File: config.mk
export PLATFORM = sky130hd
export DESIGN_NAME = hash_core
export DESIGN_NICKNAME = d
export VERILOG_FILES = /design/src/rtl/dfe_pkg.sv /design/src/rtl/hash_probe_unit.sv /design/src/rtl/hash_core.sv
export SDC_FILE = /design/constraint.sdc
export NUM_CORES = 1
export LEC_CHECK = 0
export ABC_CLOCK_PERIOD_IN_PS = 5500
export BUFFER_PORTS_ARGS = -buffer_cell sky130_fd_sc_hd__buf_4
export CAP_MARGIN = 20
export CORE_MARGIN = 4
export CORE_UTILIZATION = 52
export DETAILED_ROUTE_END_ITERATION = 8
export PLACE_DENSITY = 0.89
export RECOVER_POWER = 100
export SLEW_MARGIN = 20
export SYNTH_ARGS = -nofsm -noshare
export SYNTH_HDL_FRONTEND = slang
export SYNTH_SLANG_ARGS = --single-unit
File: constraint.sdc
create_clock -name clk -period 5.5 [get_ports clk]
set_input_delay 0.825 -clock clk [delete_from_list [all_inputs] [get_ports clk]]
set_output_delay 0.825 -clock clk [all_outputs]
set_load 0.01 [all_outputs]
File: src/rtl/dfe_pkg.sv
// Shared definitions for the hash-core datapath and its cache.
// Holds the hash-core state encoding, the default table geometry and
// the clog2 helper used for address widths on both sides of the port.
package dfe_pkg;

    // Hash-core sequencing states
    typedef enum logic [2:0] {
        IDLE  = 3'd0,
        FETCH = 3'd1,
        WAIT  = 3'd2,
        CMP   = 3'd3,
        DONE  = 3'd4
    } state_t;

    // Default table geometry (a core instance may override BIT_ON_TAILS)
    localparam int DEFAULT_BIT_ON_TAILS = 7;
    localparam int HASH_LEN             = 1 << DEFAULT_BIT_ON_TAILS;
    localparam int MASK                 = HASH_LEN - 1;
    localparam int HASH_ADDR_W          = DEFAULT_BIT_ON_TAILS + 1;

    // Ceiling log2 for elaboration-time width calculations; clog2(1) == 0
    function automatic int clog2(input int value);
        int result;
        int rem;
        result = 0;
        rem    = value - 1;
        while (rem > 0) begin
            result = result + 1;
            rem    = rem >> 1;
        end
        return result;
    endfunction

endpackage : dfe_pkg

File: src/rtl/hash_probe_unit.sv
// Combinational slot decision for one linear-probing step.
// Given the word being inserted and the slot contents returned by the cache,
// reports whether the slot is empty, already holds the word, or whether the
// whole table has been walked without finding room. Also supplies the next
// slot in probe order (wrapping at the top of the table) and the
// incremented, saturating occurrence count.
module hash_probe_unit
    import dfe_pkg::*;
#(
    parameter int DATA_INDEX_WIDTH = 32,
    parameter int BIT_ON_TAILS     = DEFAULT_BIT_ON_TAILS
) (
    input  logic [DATA_INDEX_WIDTH-1:0] dataR,
    input  logic [DATA_INDEX_WIDTH-1:0] hashValue,
    input  logic [DATA_INDEX_WIDTH-1:0] occurrValue,
    input  logic [BIT_ON_TAILS-1:0]     probe,
    input  logic [BIT_ON_TAILS-1:0]     slot,
    output logic                        empty,
    output logic                        match,
    output logic                        full,
    output logic [BIT_ON_TAILS-1:0]     nextSlot,
    output logic [DATA_INDEX_WIDTH-1:0] satCount
);

    // Slot classification and next-probe arithmetic
    // NOTE: every output gets a value on every path so no latch is inferred.
    always_comb begin
        empty    = (occurrValue == '0);
        match    = !empty && (hashValue == dataR);
        // Last probe position reached and still colliding: nowhere left to go
        full     = !empty && !match && (probe == {BIT_ON_TAILS{1'b1}});
        // Natural modulo wrap: the top slot rolls over to slot 0
        nextSlot = slot + BIT_ON_TAILS'(1);
        // Count sticks at all-ones instead of wrapping back to "empty"
        satCount = (&occurrValue) ? occurrValue
                                  : occurrValue + DATA_INDEX_WIDTH'(1);
    end

endmodule : hash_probe_unit

File: src/rtl/hash_core.sv
// Frequency-counting engine sitting beside the cache on its hash-core port.
// Walks the data stream 0..LENGTH_ARRAY-1 and inserts each word into an
// open-addressed (linear probing) table of {value, count} slots held in the
// cache, keyed by the low BIT_ON_TAILS bits of the word. A zero count marks
// an empty slot. Words that find no room after a full table walk are counted
// in drop_count. cache_busy stalls the engine without consuming stale reads.
//
// Build option: define HASH_CORE_MAX_TRACK_EN to add max_value/max_count,
// the most frequent value written during the current pass.
module hash_core
    import dfe_pkg::*;
#(
    parameter int LENGTH_ARRAY     = 100,
    parameter int DATA_INDEX_WIDTH = 32,
    parameter int BIT_ON_TAILS     = DEFAULT_BIT_ON_TAILS,
    localparam int indexW = (clog2(LENGTH_ARRAY) > 0) ? clog2(LENGTH_ARRAY) : 1,
    localparam int dropW  = clog2(LENGTH_ARRAY + 1)
) (
    input  logic                        clk,
    input  logic                        rst,
    input  logic                        start,
    input  logic                        cache_busy,
    output logic                        busy,
    output logic                        done,
    output logic [indexW-1:0]           index,
    input  logic [DATA_INDEX_WIDTH-1:0] data_stream,
    output logic [BIT_ON_TAILS:0]       hash_occurr_addr,
    input  logic [DATA_INDEX_WIDTH-1:0] hash_value,
    input  logic [DATA_INDEX_WIDTH-1:0] occurr_value,
    output logic                        wr_en,
    output logic [DATA_INDEX_WIDTH-1:0] new_hash_value,
    output logic [DATA_INDEX_WIDTH-1:0] new_occurr_value,
    output logic [dropW-1:0]            drop_count
`ifdef HASH_CORE_MAX_TRACK_EN
    ,
    output logic [DATA_INDEX_WIDTH-1:0] max_value,
    output logic [DATA_INDEX_WIDTH-1:0] max_count
`endif
);

    state_t                      state;
    state_t                      nextState;
    logic [DATA_INDEX_WIDTH-1:0] dataR;
    logic [BIT_ON_TAILS-1:0]     slot;
    logic [BIT_ON_TAILS-1:0]     probe;

    logic                        empty;
    logic                        match;
    logic                        full;
    logic [BIT_ON_TAILS-1:0]     nextSlot;
    logic [DATA_INDEX_WIDTH-1:0] satCount;

    logic                        resolved;
    logic                        lastIndex;

    hash_probe_unit #(
        .DATA_INDEX_WIDTH (DATA_INDEX_WIDTH),
        .BIT_ON_TAILS     (BIT_ON_TAILS)
    ) u_probe (
        .dataR       (dataR),
        .hashValue   (hash_value),
        .occurrValue (occurr_value),
        .probe       (probe),
        .slot        (slot),
        .empty       (empty),
        .match       (match),
        .full        (full),
        .nextSlot    (nextSlot),
        .satCount    (satCount)
    );

    // The current element is finished (written or dropped) in this CMP
    assign resolved  = empty || match || full;
    assign lastIndex = (index == indexW'(LENGTH_ARRAY - 1));

    // State register
    // NOTE: reset is sampled on the clock edge only (synchronous), so it
    // belongs inside the clocked branch rather than the sensitivity list.
    always_ff @(posedge clk) begin
        // NOTE: sequential state uses non-blocking assignment so every
        // register updates from pre-edge values regardless of block order.
        if (rst) begin
            state <= IDLE;
        end else begin
            state <= nextState;
        end
    end

    // Next-state decision, including stalls from the cache port
    always_comb begin
        nextState = state;
        case (state)
            IDLE:  if (start) nextState = FETCH;
            FETCH: if (!cache_busy) nextState = WAIT;
            // The cache latches the slot on the edge leaving WAIT
            WAIT:  if (!cache_busy) nextState = CMP;
            CMP: begin
                if (cache_busy) begin
                    // Slot data may be stale: re-issue the read
                    nextState = WAIT;
                end else if (resolved) begin
                    nextState = lastIndex ? DONE : FETCH;
                end else begin
                    nextState = WAIT;
                end
            end
            DONE:    nextState = IDLE;
            default: nextState = IDLE;
        endcase
    end

    // Slot address, write strobe/data and done pulse
    always_comb begin
        hash_occurr_addr = {1'b0, slot};
        wr_en            = 1'b0;
        new_hash_value   = '0;
        new_occurr_value = '0;
        done             = (state == DONE);
        if ((state == CMP) && !cache_busy && (empty || match)) begin
            wr_en            = 1'b1;
            new_hash_value   = dataR;
            new_occurr_value = empty ? DATA_INDEX_WIDTH'(1) : satCount;
        end
    end

    // Stream position, probe cursor, drop counter and busy flag
    always_ff @(posedge clk) begin
        if (rst) begin
            busy       <= 1'b0;
            index      <= '0;
            drop_count <= '0;
            dataR      <= '0;
            slot       <= '0;
            probe      <= '0;
        end else begin
            case (state)
                IDLE: begin
                    if (start) begin
                        index      <= '0;
                        drop_count <= '0;
                        busy       <= 1'b1;
                    end
                end
                FETCH: begin
                    if (!cache_busy) begin
                        dataR <= data_stream;
                        slot  <= data_stream[BIT_ON_TAILS-1:0];
                        probe <= '0;
                    end
                end
                CMP: begin
                    if (!cache_busy) begin
                        if (resolved) begin
                            if (full) begin
                                drop_count <= drop_count + dropW'(1);
                            end
                            if (!lastIndex) begin
                                index <= index + indexW'(1);
                            end
                        end else begin
                            slot  <= nextSlot;
                            probe <= probe + BIT_ON_TAILS'(1);
                        end
                    end
                end
                DONE:    busy <= 1'b0;
                default: ;
            endcase
        end
    end

`ifdef HASH_CORE_MAX_TRACK_EN
    // Most frequent value written this pass; ties keep the earlier value
    always_ff @(posedge clk) begin
        if (rst) begin
            max_value <= '0;
            max_count <= '0;
        end else if ((state == IDLE) && start) begin
            max_value <= '0;
            max_count <= '0;
        end else if (wr_en && (new_occurr_value > max_count)) begin
            max_value <= new_hash_value;
            max_count <= new_occurr_value;
        end
    end
`endif

endmodule : hash_core

**After elaboration in Yosys (flattened, before gate mapping)**

Cells that the tools add are included.

- Bits in registers: 64
- Input port bits: 100
- Output and inout port bits: 89
- Word-level logic and storage cells: 81

- Add/sub/neg operators: 5
- Equal/unequal tests: 15
- Mux-type cells: 31
- Bitwise operators: 1
- Reduce and logical (&&, ||, !) cells: 22

Operator list:

| kind | number |
|---|---|
| 32-bit two-way mux | 4 |
| 7-bit two-way mux | 13 |
| 7-bit case mux with 2 select lines | 4 |
| 32-bit by 1-bit adder with 32-bit output, second input constant | 1 |
| 32-bit == test | 1 |
| 32-bit zero test | 1 |
| 32-bit AND reduction | 1 |
| 7-bit by 1-bit adder with 7-bit output, second input constant | 4 |
| 3-bit two-way mux | 6 |
| 2-bit != test, second input constant | 8 |
| 7-bit == test, second input constant | 2 |
| 3-bit case mux with 4 select lines | 1 |
| 5-bit AND reduction | 2 |
| 3-bit by 2-bit == test with 1-bit output, second input constant | 2 |
| 2-bit nonzero test | 3 |
| 1-bit logical AND | 5 |
| 2-bit AND reduction | 2 |
| 4-bit AND reduction | 1 |
| 3-bit by 1-bit == test with 1-bit output, second input constant | 1 |
| 3-bit == test, second input constant | 1 |
| 1-bit zero test | 3 |
| 3-bit zero test | 1 |
| 3-bit AND reduction | 1 |
| 1-bit logical OR | 2 |
| other kinds (3) | 4 |

**Depth between registers and ports, before layout**

Gate-level depths: netlist of run 1.

- Depth after elaboration: 10
- Mapped depth: 10
- Mapped depth without buffers: 9

**Cells and area by module**

Synthesis of run 1 repeated with hierarchy kept, for this count alone.

- Cell total of the unflattened synthesis: 593
- Area total of the unflattened synthesis: 4518.1 µm²

Modules (own cells, without submodules):

| module | instances | cells each | area each (µm²) |
|---|---|---|---|
| hash_core | 1 | 404 | 3134.3 |
| hash_probe_unit | 1 | 189 | 1383.8 |

**Worst setup path before layout of run 1**

OpenSTA, ideal clock, no wires.

- Path kind: input to output
- Start: in occurr_value[1]
- End: out new_occurr_value[10]
- Arrival time: 2.554 ns
- Slack: 2.121 ns
- Stages on the path: 9
- Cell sequence: inv_1 ha_1 nor4b_1 nand4_1 or2_2 a21boi_1 nand2_1 clkbuf_1 nor2_1

- Word-level cells in the longest chain between the ends: 6
- Elaborated cells between the ends (all ways): 10

RTL lines:

| what | RTL line | text |
|---|---|---|
| from (decl) | hash_core.sv:29 | `input logic [DATA_INDEX_WIDTH-1:0] occurr_value,` |
| branches (longest 5 deep; another with 32-bit by 1-bit adder with 32-bit output) | - |  |
| 32-bit two-way mux (*) | hash_core.sv:119 | `if ((state == CMP) && !cache_busy && (empty \|\| match)) begin` |
| to (decl) | hash_core.sv:32 | `output logic [DATA_INDEX_WIDTH-1:0] new_occurr_value,` |

Mark *: on every way between the ends.

**Worst setup path after layout of run 1**

- Start: in hash_value[18]
- End: out new_occurr_value[20]

- Word-level cells in the longest chain between the ends: 5

RTL lines:

| what | RTL line | text |
|---|---|---|
| from (decl) | hash_core.sv:28 | `input logic [DATA_INDEX_WIDTH-1:0] hash_value,` |
| 32-bit == test | hash_probe_unit.sv:29 | `match = !empty && (hashValue == dataR);` |
| 1-bit logical AND | hash_probe_unit.sv:29 |  |
| 1-bit logical OR | hash_core.sv:119 |  |
| 1-bit logical AND | hash_core.sv:119 |  |
| 32-bit two-way mux | hash_core.sv:119 |  |

No other way between the ends.

==> impl_metrics.env, run 1 <==
export IMPL_slew_headroom_pct=-67.54
export IMPL_path_buf_inv=3
export IMPL_setup_tns_ns=0
export IMPL_yosys_top_cells_count="nand2_1, dfxtp_1, nor2_1"
export IMPL_place_congestion=0.8605
export IMPL_cts_hold_buffers=0
export IMPL_setup_viol=0
export IMPL_min_to="dataR[25]"
export IMPL_setup_slack_ns=0.9483
export IMPL_crit_start="hash_value[18]"
export IMPL_yosysSeqAreaShare_pct=30.65
export IMPL_syn_inst=571
export IMPL_drive_above_1_share_pct=20.22
export IMPL_gr_total_overflow=0
export IMPL_initial_core_util_pct=53.82
export IMPL_nNetsFinal=846
export IMPL_max_freq_ghz=0.2197
export IMPL_cts_root_buffer="clkbuf_8"
export IMPL_dieArea_mm2=0.009537
export IMPL_antenna_found_initial=0
export IMPL_area_delta_synth_final_pct=32.00
export IMPL_synth_top_flop_cell="dfxtp_1"
export IMPL_drc_errors=0
export IMPL_hold_path_class="reg2reg"
export IMPL_portBuffers=187
export IMPL_period_share_pct=82.76
export IMPL_final_hold_violation_count=0
export IMPL_fin_skew_ns=0.006435
export IMPL_cts_sinks=64
export IMPL_period_needed_ns=4.552
export IMPL_h_tree_depth=3
export IMPL_cts_tree="built"
export IMPL_cts_buffers_inserted=9
export IMPL_cts_buffer_depth=2
export IMPL_crit_path_end_kind="primary output"
export IMPL_clk_latency_ns=0.34
export IMPL_cp_top_family="simple AND/OR/NAND/NOR gates"
export IMPL_top_usage_layer="met2"
export IMPL_dpl_cell_area_mm2=0.005608
export IMPL_rr_worst_depth=7
export IMPL_final_util_pct=71.04
export IMPL_violations="max-capacitance violations, max-slew violations"
export IMPL_path_clk_slew_ns=0.06
export IMPL_hold_depth=2
export IMPL_grt_met1_usage_pct=30.78
export IMPL_crit_chain="clkbuf_4 > xnor2_1 > nand4_1 > nor4_1 > nand2_1 > a21boi_0 > buf_4 > nand2_1 > nor2_1 > clkbuf_1"
export IMPL_r2r_end="index[5]"
export IMPL_path_class="in2out"
export IMPL_met3_usage_pct=5.456
export IMPL_yosysWarningCount=0
export IMPL_cap_violations=1
export IMPL_slew_viol_final=59
export IMPL_synth_area_per_cell_um2=7.321
export IMPL_routed_via_density=5.555
export IMPL_drt_pass1_iterations=5
export IMPL_finalPower_mw=1.016
export IMPL_path_max_fanout=35
export IMPL_diodes=0
export IMPL_synth_largest_area_cell="dfxtp_1"
export IMPL_worst_r2r_startpoint="dataR[18]"
export IMPL_worstPathArrival_ns=3.73
export IMPL_start_kind="input port"
export IMPL_synth_enable_flop_cells=0
export IMPL_grt_max_degree=59
export IMPL_ant_nets=0
export IMPL_grt_pass1_wl_um=21210
export IMPL_hold_start="dataR[25]"
export IMPL_synth_nets=677
export IMPL_rows=32
export IMPL_cp_required_ns=4.68
export IMPL_core_region_area_mm2=0.007767
export IMPL_postLayoutCellArea_mm2=0.005518
export IMPL_grt_pass1_vias=4544
export IMPL_drt_wl_total_um=13330
export IMPL_rsz0062_at_grt="no"
export IMPL_yosysMostFrequentCell="nand2_1"
export IMPL_yosys_register_bits=64
export IMPL_cp_common_cell="nand2_1"
export IMPL_cp_slowest_cell="nor4_1"
export IMPL_r2r_slack_ns=2.44
export IMPL_fillCellCount=662
export IMPL_vias=4688
export IMPL_grtUsageMet2_pct=47.50
export IMPL_cellLeakagePower_nw=2.101
export IMPL_ys_types=48
export IMPL_synthTopCellsByArea="dfxtp_1, xnor2_1, nand2_1, a21oi_1, nor2_1"
export IMPL_power_density_mw_per_mm2=184.1
export IMPL_grt_total_usage_pct=26.58
export IMPL_dp_hpwl_um=10270
export IMPL_io_pins=189
export IMPL_max_vdd_ir_drop_uv=179.8
export IMPL_worst_pin_slew_ns=2.513
export IMPL_cts_resized=0
export IMPL_die_w_um=97.66
export IMPL_syn_area_mm2=0.004180
export IMPL_dp_slack_ns=1.262
export IMPL_yosys_area_top_type_share_pct=30.65
export IMPL_drtIter0Drc=267
export IMPL_worst_path_largest_cell_delay_ns=0.64
export IMPL_async_flop_share_pct=0
export IMPL_wl_per_cell_um=15.79
export IMPL_status="finished with violations"
export IMPL_postCtsSetupRepairBufs=0
export IMPL_die_h_um=97.66
==> cell families after synthesis <==
kind of cell,Yosys count,synth area share (%)
buffers and inverters,37,3.592
muxes,4,0.9578
DFF,64,30.65
and+or+nand+nor,309,37.65
adders and majority gates,6,1.796
AOI/OAI and AO/OA,82,11.01
other,1,0.08971
xor gates and xnor gates,68,14.25
==> cell usage in the layout, fill, tap and decap left out, types with 3 or more instances in the layout <==
cell        n
dfxtp_1    64
and2_0     26
nand2_1    97
and2_1     11
and4_1      9
nand2b_1    5
mux2i_1     4
nor2_1     64
and3_1     16
clkbuf_1   62
ha_1        6
buf_4     127
xor2_1     20
or3_1       3
a21oi_1    56
clkbuf_8   11
nand4b_1    3
o21ai_0     9
nand4_1    22
inv_1       6
xnor2_1    48
nor4_1      9
or2_2       4
nand3_1    13
nor3b_1     3
nor3_1     13
==> area by class of cell <==
| cell class | instances | area, um2 | area share (%) |
|---|---|---|---|
| sequential | 64 | 1281 | 23.22 |
| tap | 102 | 127.6 | 2.313 |
| clock inverter | 1 | 5.005 | 0.09070 |
| multi-input combinational | 470 | 2736 | 49.59 |
| timing repair buffer | 189 | 1190 | 21.56 |
| clock buffer | 12 | 155.1 | 2.812 |
| inverter | 6 | 22.52 | 0.4082 |
==> report_power, final <==
group | internal, mW | switching [mW]
combinational | 0.0895 | 0.0897
sequential | 0.479 | 0.0167
clock | 0.180 | 0.161
total | 0.749 | 0.267
==> per-stage QoR <==
stage	hold slack, ns	cells
2_1_floorplan	0.4572	571
3_3_place_gp	0.4646	831
3_5_place_dp	0.4718	831
4_1_cts	0.4808	844
5_1_grt	0.5013	844
6_report	0.4793	844
==> registers in the layout (all words and copies together) (netlist names) <==
| name | count |
|---|---|
| index | 7 |
| state | 3 |
| busy | 1 |
| probe | 7 |
| slot | 7 |
| drop_count | 7 |
| dataR | 32 |
==> worst reg2reg max path, cell delays in order, from the launching register on <==
cell and delay, ns:
dfxtp_1 0.33, xnor2_1 0.27, nand4_1 0.13, nor4_1 0.64, a21oi_1 0.40, o31a_1 0.51
or4_1 0.57, a21oi_1 0.15
==> how the worst max path moves through the flow <==
stage                      endpoint  slack [ns]  cells past startpoint
6_report       new_occurr_value[20]        0.95                     10
5_1_grt        new_occurr_value[22]        0.71                     10
3_5_place_dp   new_occurr_value[20]        1.26                     11
2_1_floorplan  new_occurr_value[10]        2.12                      9
4_1_cts        new_occurr_value[20]        1.26                     11
3_3_place_gp    new_occurr_value[1]        1.42                     11
==> per-layer routing <==
metal,wire [um],vias up
met1,5216,2155
met3,972,33
met2,6735,217
met4,404,0
li1,-,2283
met5,0,-
Power figures use the tool's default switching activity.
==> run 2: changes to the inputs <==
--- a/config.mk
+++ b/config.mk
@@ -5,13 +5,13 @@
 export SDC_FILE = /design/constraint.sdc
 export NUM_CORES = 1
 export LEC_CHECK = 0
-export ABC_CLOCK_PERIOD_IN_PS = 5500
+export ABC_CLOCK_PERIOD_IN_PS = 3750
 export BUFFER_PORTS_ARGS = -buffer_cell sky130_fd_sc_hd__buf_4
 export CAP_MARGIN = 20
 export CORE_MARGIN = 4
-export CORE_UTILIZATION = 52
+export CORE_UTILIZATION = 43
 export DETAILED_ROUTE_END_ITERATION = 8
-export PLACE_DENSITY = 0.89
+export PLACE_DENSITY = 0.79
 export RECOVER_POWER = 100
 export SLEW_MARGIN = 20
 export SYNTH_ARGS = -nofsm -noshare
==> constraint.sdc (replaced) <==
create_clock -name clk -period 3.75 [get_ports clk]
set_input_delay 0.5625 -clock clk [delete_from_list [all_inputs] [get_ports clk]]
set_output_delay 0.5625 -clock clk [all_outputs]
set_load 0.01 [all_outputs]
==> impl_metrics.env, run 2 (synthesis gave the netlist of run 1 again) <==
export IMPL_cts_sinks=64
export IMPL_fin_skew_ns=0.01487
export IMPL_final_cell_mix="buf_4, nand2_1, clkbuf_1"
export IMPL_grtUsageMet2_pct=42.72
export IMPL_r2r_slack_ns=0.87
export IMPL_drive_above_1_share_pct=20.45
export IMPL_max_vdd_ir_drop_uv=289.5
export IMPL_hold_depth=3
export IMPL_grt_pass1_wl_um=21670
export IMPL_cts_root_buffer="clkbuf_8"
export IMPL_h_tree_depth=3
export IMPL_rsz0062_at_grt="no"
export IMPL_min_to="dataR[19]"
export IMPL_hold_path_class="in2reg"
export IMPL_routed_via_density=5.267
export IMPL_diodes=0
export IMPL_cts_buffer_depth=2
export IMPL_path_max_fanout=31
export IMPL_hold_start="data_stream[19]"
export IMPL_grt_met1_usage_pct=26.05
export IMPL_largest_reg_flops=32
export IMPL_worst_r2r_startpoint="probe[0]"
export IMPL_drc_errors=0
export IMPL_top_usage_layer="met2"
export IMPL_max_freq_ghz=0.2954
export IMPL_io_pins=189
export IMPL_setup_viol=0
export IMPL_gr_total_overflow=0
export IMPL_worst_pin_slew_ns=1.167
export IMPL_worstPathArrival_ns=2.82
export IMPL_grt_pass1_vias=4629
export IMPL_path_class="in2out"
export IMPL_drt_wl_total_um=13730
export IMPL_start_kind="input port"
export IMPL_cts_hold_buffers=0
export IMPL_core_region_area_mm2=0.009371
export IMPL_period_needed_ns=3.385
export IMPL_met3_usage_pct=5.057
export IMPL_drt_pass1_iterations=4
export IMPL_status="finished clean"
export IMPL_cap_violations=0
export IMPL_portBuffers=187
export IMPL_r2r_end="slot[5]"
export IMPL_crit_path_end_kind="primary output"
export IMPL_rr_worst_depth=8
export IMPL_die_w_um=106.6
export IMPL_setup_tns_ns=0
export IMPL_cp_required_ns=3.19
export IMPL_fillCellCount=897
export IMPL_finalPower_mw=1.783
export IMPL_vias=4619
export IMPL_period_share_pct=90.26
export IMPL_path_clk_slew_ns=0.08
export IMPL_top_register="dataR"
export IMPL_slew_viol_final=0
export IMPL_grt_max_degree=59
export IMPL_cts_buffers_inserted=9
export IMPL_nNetsFinal=849
export IMPL_cts_tree="built"
export IMPL_ant_nets=0
export IMPL_power_density_mw_per_mm2=313.7
export IMPL_drtIter0Drc=349
export IMPL_cellLeakagePower_nw=2.157
export IMPL_postCtsSetupRepairBufs=0
export IMPL_initial_core_util_pct=44.61
export IMPL_antenna_found_initial=0
export IMPL_dp_hpwl_um=10540
export IMPL_grt_total_usage_pct=23.06
export IMPL_area_delta_synth_final_pct=35.92
export IMPL_dieArea_mm2=0.01136
export IMPL_slew_headroom_pct=22.23
export IMPL_rows=35
export IMPL_cts_resized=0
export IMPL_final_hold_violation_count=0
export IMPL_clk_latency_ns=0.34
export IMPL_wl_per_cell_um=15.65
export IMPL_die_h_um=106.6
export IMPL_place_congestion=0.9358
export IMPL_mostFrequentLayoutCell="buf_4"
-- run 2: changes by cell type in the layout (fill, tap and decap cells not counted), sizes merged --
cell      change
bufinv        +4
clkinvlp      +1
buf           -1
clkinv        -1
clkbuf        +3
-- run 2: final cells by class --
type                            count  area [um2]  area share (%)
Multi-Input combinational cell    470        2754           48.47
Sequential cell                    64        1281           22.55
Timing Repair Buffer              192        1194           21.01
Tap cell                          129       161.4           2.841
Clock buffer                       11       141.4           2.488
Clock inverter                      5       127.6           2.246
Inverter                            6       22.52          0.3964
-- run 2: power by group --
part           total [mW]  switching [mW]  leakage [nW]  internal (mW)
registers           0.727          0.0244         0.519          0.702
clock network       0.792           0.264         0.130          0.528
logic               0.264           0.133          1.51          0.131
total                1.78           0.422          2.16           1.36
-- run 2: layer usage --
layer	up-vias	part of all wire (%)
met5	-	0
met4	0	2.3
met3	25	7.3
met2	179	52
met1	2125	39
li1	2290	-
-- run 2: stage by stage --
step	setup slack [ns]	std cells	hold slack, ns	util, %	cell area, um2
after floorplan	0.8956	571	0.4572	-	4180
after global placement	0.4086	861	0.4660	60.44	5664
after detailed placement	0.3766	861	0.4756	60.44	5664
after CTS	0.3555	877	0.4562	63.31	5933
after global routing	0.08528	877	0.4557	60.63	5682
final	0.3651	877	0.4667	60.63	5682
-- run 2: worst max-delay path: stages --
cell	delay [ns]
buf_4	0.12
inv_1	0.07
ha_1	0.14
nor4b_1	0.36
nand4_1	0.23
or2_2	0.37
a21boi_2	0.29
nand2_1	0.09
buf_4	0.23
nor2_1	0.15
clkbuf_1	0.19
-- run 2: worst max path at each step --
stage,end,slack [ns],from
after CTS,new_occurr_value[14],0.36,occurr_value[1]
after detailed placement,new_occurr_value[14],0.38,occurr_value[1]
after global routing,new_occurr_value[1],0.09,occurr_value[1]
after global placement,new_hash_value[5],0.41,occurr_value[1]
final,new_occurr_value[1],0.37,occurr_value[0]
after floorplan,new_occurr_value[10],0.90,occurr_value[1]
==> run 3: changes to the inputs <==
--- a/config.mk
+++ b/config.mk
@@ -5,13 +5,14 @@
 export SDC_FILE = /design/constraint.sdc
 export NUM_CORES = 1
 export LEC_CHECK = 0
+export ABC_AREA = 1
 export ABC_CLOCK_PERIOD_IN_PS = 3750
 export BUFFER_PORTS_ARGS = -buffer_cell sky130_fd_sc_hd__buf_4
 export CAP_MARGIN = 20
 export CORE_MARGIN = 4
-export CORE_UTILIZATION = 43
+export CORE_UTILIZATION = 45
 export DETAILED_ROUTE_END_ITERATION = 8
-export PLACE_DENSITY = 0.79
+export PLACE_DENSITY = 0.8
 export RECOVER_POWER = 100
 export SLEW_MARGIN = 20
 export SYNTH_ARGS = -nofsm -noshare
==> impl_metrics.env, run 3 <==
export IMPL_status="finished clean"
export IMPL_antenna_found_initial=0
export IMPL_diodes=0
export IMPL_hold_path_class="reg2reg"
export IMPL_cts_buffers_inserted=9
export IMPL_gr_total_overflow=0
export IMPL_synth_nets=890
export IMPL_clk_latency_ns=0.35
export IMPL_worst_pin_slew_ns=1.111
export IMPL_drc_errors=0
export IMPL_cts_buffer_depth=2
export IMPL_grt_pass1_vias=4963
export IMPL_cap_violations=0
export IMPL_met3_usage_pct=3.913
export IMPL_grt_total_usage_pct=22.83
export IMPL_largest_reg_flops=32
export IMPL_worstPathArrival_ns=2.72
export IMPL_path_max_fanout=6
export IMPL_core_region_area_mm2=0.01042
export IMPL_setup_tns_ns=0
export IMPL_drt_pass1_iterations=5
export IMPL_cellLeakagePower_nw=2.677
export IMPL_synth_enable_flop_cells=0
export IMPL_ys_types=42
export IMPL_period_share_pct=87.51
export IMPL_drive_above_1_share_pct=17.48
export IMPL_final_hold_violation_count=0
export IMPL_cp_required_ns=3.19
export IMPL_start_kind="input port"
export IMPL_path_class="in2out"
export IMPL_path_clk_slew_ns=0.07
export IMPL_dp_hpwl_um=11480
export IMPL_syn_area_mm2=0.004840
export IMPL_cts_root_buffer="clkbuf_8"
export IMPL_routed_via_density=5.025
export IMPL_cts_sinks=64
export IMPL_cts_hold_buffers=0
export IMPL_syn_inst=784
export IMPL_fin_skew_ns=0.01100
export IMPL_yosysWarningCount=0
export IMPL_postCtsSetupRepairBufs=0
export IMPL_initial_core_util_pct=46.46
export IMPL_yosysMostFrequentCell="nand2_1"
export IMPL_nNetsFinal=1068
export IMPL_mostFrequentLayoutCell="nand2_1"
export IMPL_yosys_area_top_type_share_pct=26.47
export IMPL_drtIter0Drc=346
export IMPL_top_usage_layer="met2"
export IMPL_cts_tree="built"
export IMPL_die_h_um=111.7
export IMPL_ant_nets=0
export IMPL_max_vdd_ir_drop_uv=223.9
export IMPL_synth_largest_area_cell="dfxtp_1"
export IMPL_drt_wl_total_um=14950
export IMPL_yosys_register_bits=64
export IMPL_synth_top_flop_cell="dfxtp_1"
export IMPL_async_flop_share_pct=0
export IMPL_h_tree_depth=3
export IMPL_crit_path_end_kind="primary output"
export IMPL_vias=5543
export IMPL_max_freq_ghz=0.3047
export IMPL_wl_per_cell_um=13.55
export IMPL_slew_headroom_pct=25.96
export IMPL_die_w_um=111.7
export IMPL_grt_pass1_wl_um=24130
export IMPL_synthTopCellsByArea="dfxtp_1, nand2_1, nor2_1, inv_1, a21oi_1"
export IMPL_io_pins=189
export IMPL_grt_met1_usage_pct=29.42
export IMPL_cts_resized=0
export IMPL_grt_max_degree=59
export IMPL_setup_viol=0
export IMPL_place_congestion=0.9252
export IMPL_area_delta_synth_final_pct=28.08
export IMPL_final_cell_mix="nand2_1, nor2_1, buf_4"
export IMPL_synth_area_per_cell_um2=6.173
export IMPL_dieArea_mm2=0.01248
export IMPL_top_register="dataR"
export IMPL_rows=37
export IMPL_rsz0062_at_grt="no"
export IMPL_grtUsageMet2_pct=39.37
export IMPL_period_needed_ns=3.282
export IMPL_portBuffers=187
export IMPL_yosys_top_cells_count="nand2_1, nor2_1, inv_1"
export IMPL_power_density_mw_per_mm2=372.0
export IMPL_slew_viol_final=0
export IMPL_final_util_pct=59.51
export IMPL_yosysSeqAreaShare_pct=26.47
[run 3: final timing paths]
kind                    from  cells past startpoint  slack, ns                   end
max          occurr_value[0]                     14       0.47  new_occurr_value[26]
min                 probe[6]                      2       0.48              probe[6]
max reg2reg         state[0]                     12       0.58         drop_count[4]
min reg2reg         probe[6]                      2       0.48              probe[6]
[run 3: cell families (layout without fill, tap and decap cells)]
family	Yosys count	after routing	synth area share [%]
AND/OR/NAND/NOR	398	398	37.64
other	1	1	0.07749
buffers and inverters	135	318	11.14
XOR/XNOR	44	44	7.963
adder cells (fa/ha/maj)	6	6	1.551
AO/OA/AOI/OAI	136	136	15.15
flip-flops	64	64	26.47
[run 3: metal layers]
metal  routed length (um)  part of all wire (%)
met1                 6547                    44
met2                 7280                    49
met3                  847                   5.7
met4                  275                   1.8
met5                    0                     0
[run 3: cell type report]
cell class | instances | area [um2]
Multi-Input combinational cell | 585 | 2950
Tap cell | 136 | 170.2
Clock inverter | 5 | 86.33
Inverter | 111 | 416.7
Sequential cell | 64 | 1281
Fill cell | 1118 | 4218
Clock buffer | 11 | 151.4
Timing Repair Buffer | 191 | 1142
[run 3: worst max-delay path, stage by stage]
cell     delay [ns]
buf_4          0.13
ha_1           0.22
inv_1          0.07
nor2_1         0.05
nand2_1        0.15
nor2_4         0.06
nand2_2        0.13
nor2_8         0.05
nor2_1         0.38
nand3_1        0.29
nor2_2         0.22
xor2_1         0.16
nor2_1         0.06
buf_4          0.17
[run 3: stage by stage]
stage | instances | worst slack [ns] | power, mW | hold WS, ns | cell area [um2]
2_1_floorplan | 784 | 1.245 | 1.380 | 0.4436 | 4840
3_3_place_gp | 1087 | 0.6105 | 1.624 | 0.4594 | 6321
5_1_grt | 1103 | 0.2277 | 2.467 | 0.4863 | 6198
4_1_cts | 1103 | 0.5110 | 2.361 | 0.4696 | 6559
3_5_place_dp | 1087 | 0.5768 | 1.638 | 0.4661 | 6321
6_report | 1103 | 0.4682 | 2.306 | 0.4787 | 6198
[run 3: where the power goes]
part | switching, mW | internal (mW)
Combinational | 0.453 | 0.267
Clock | 0.297 | 0.417
Sequential | 0.0825 | 0.789
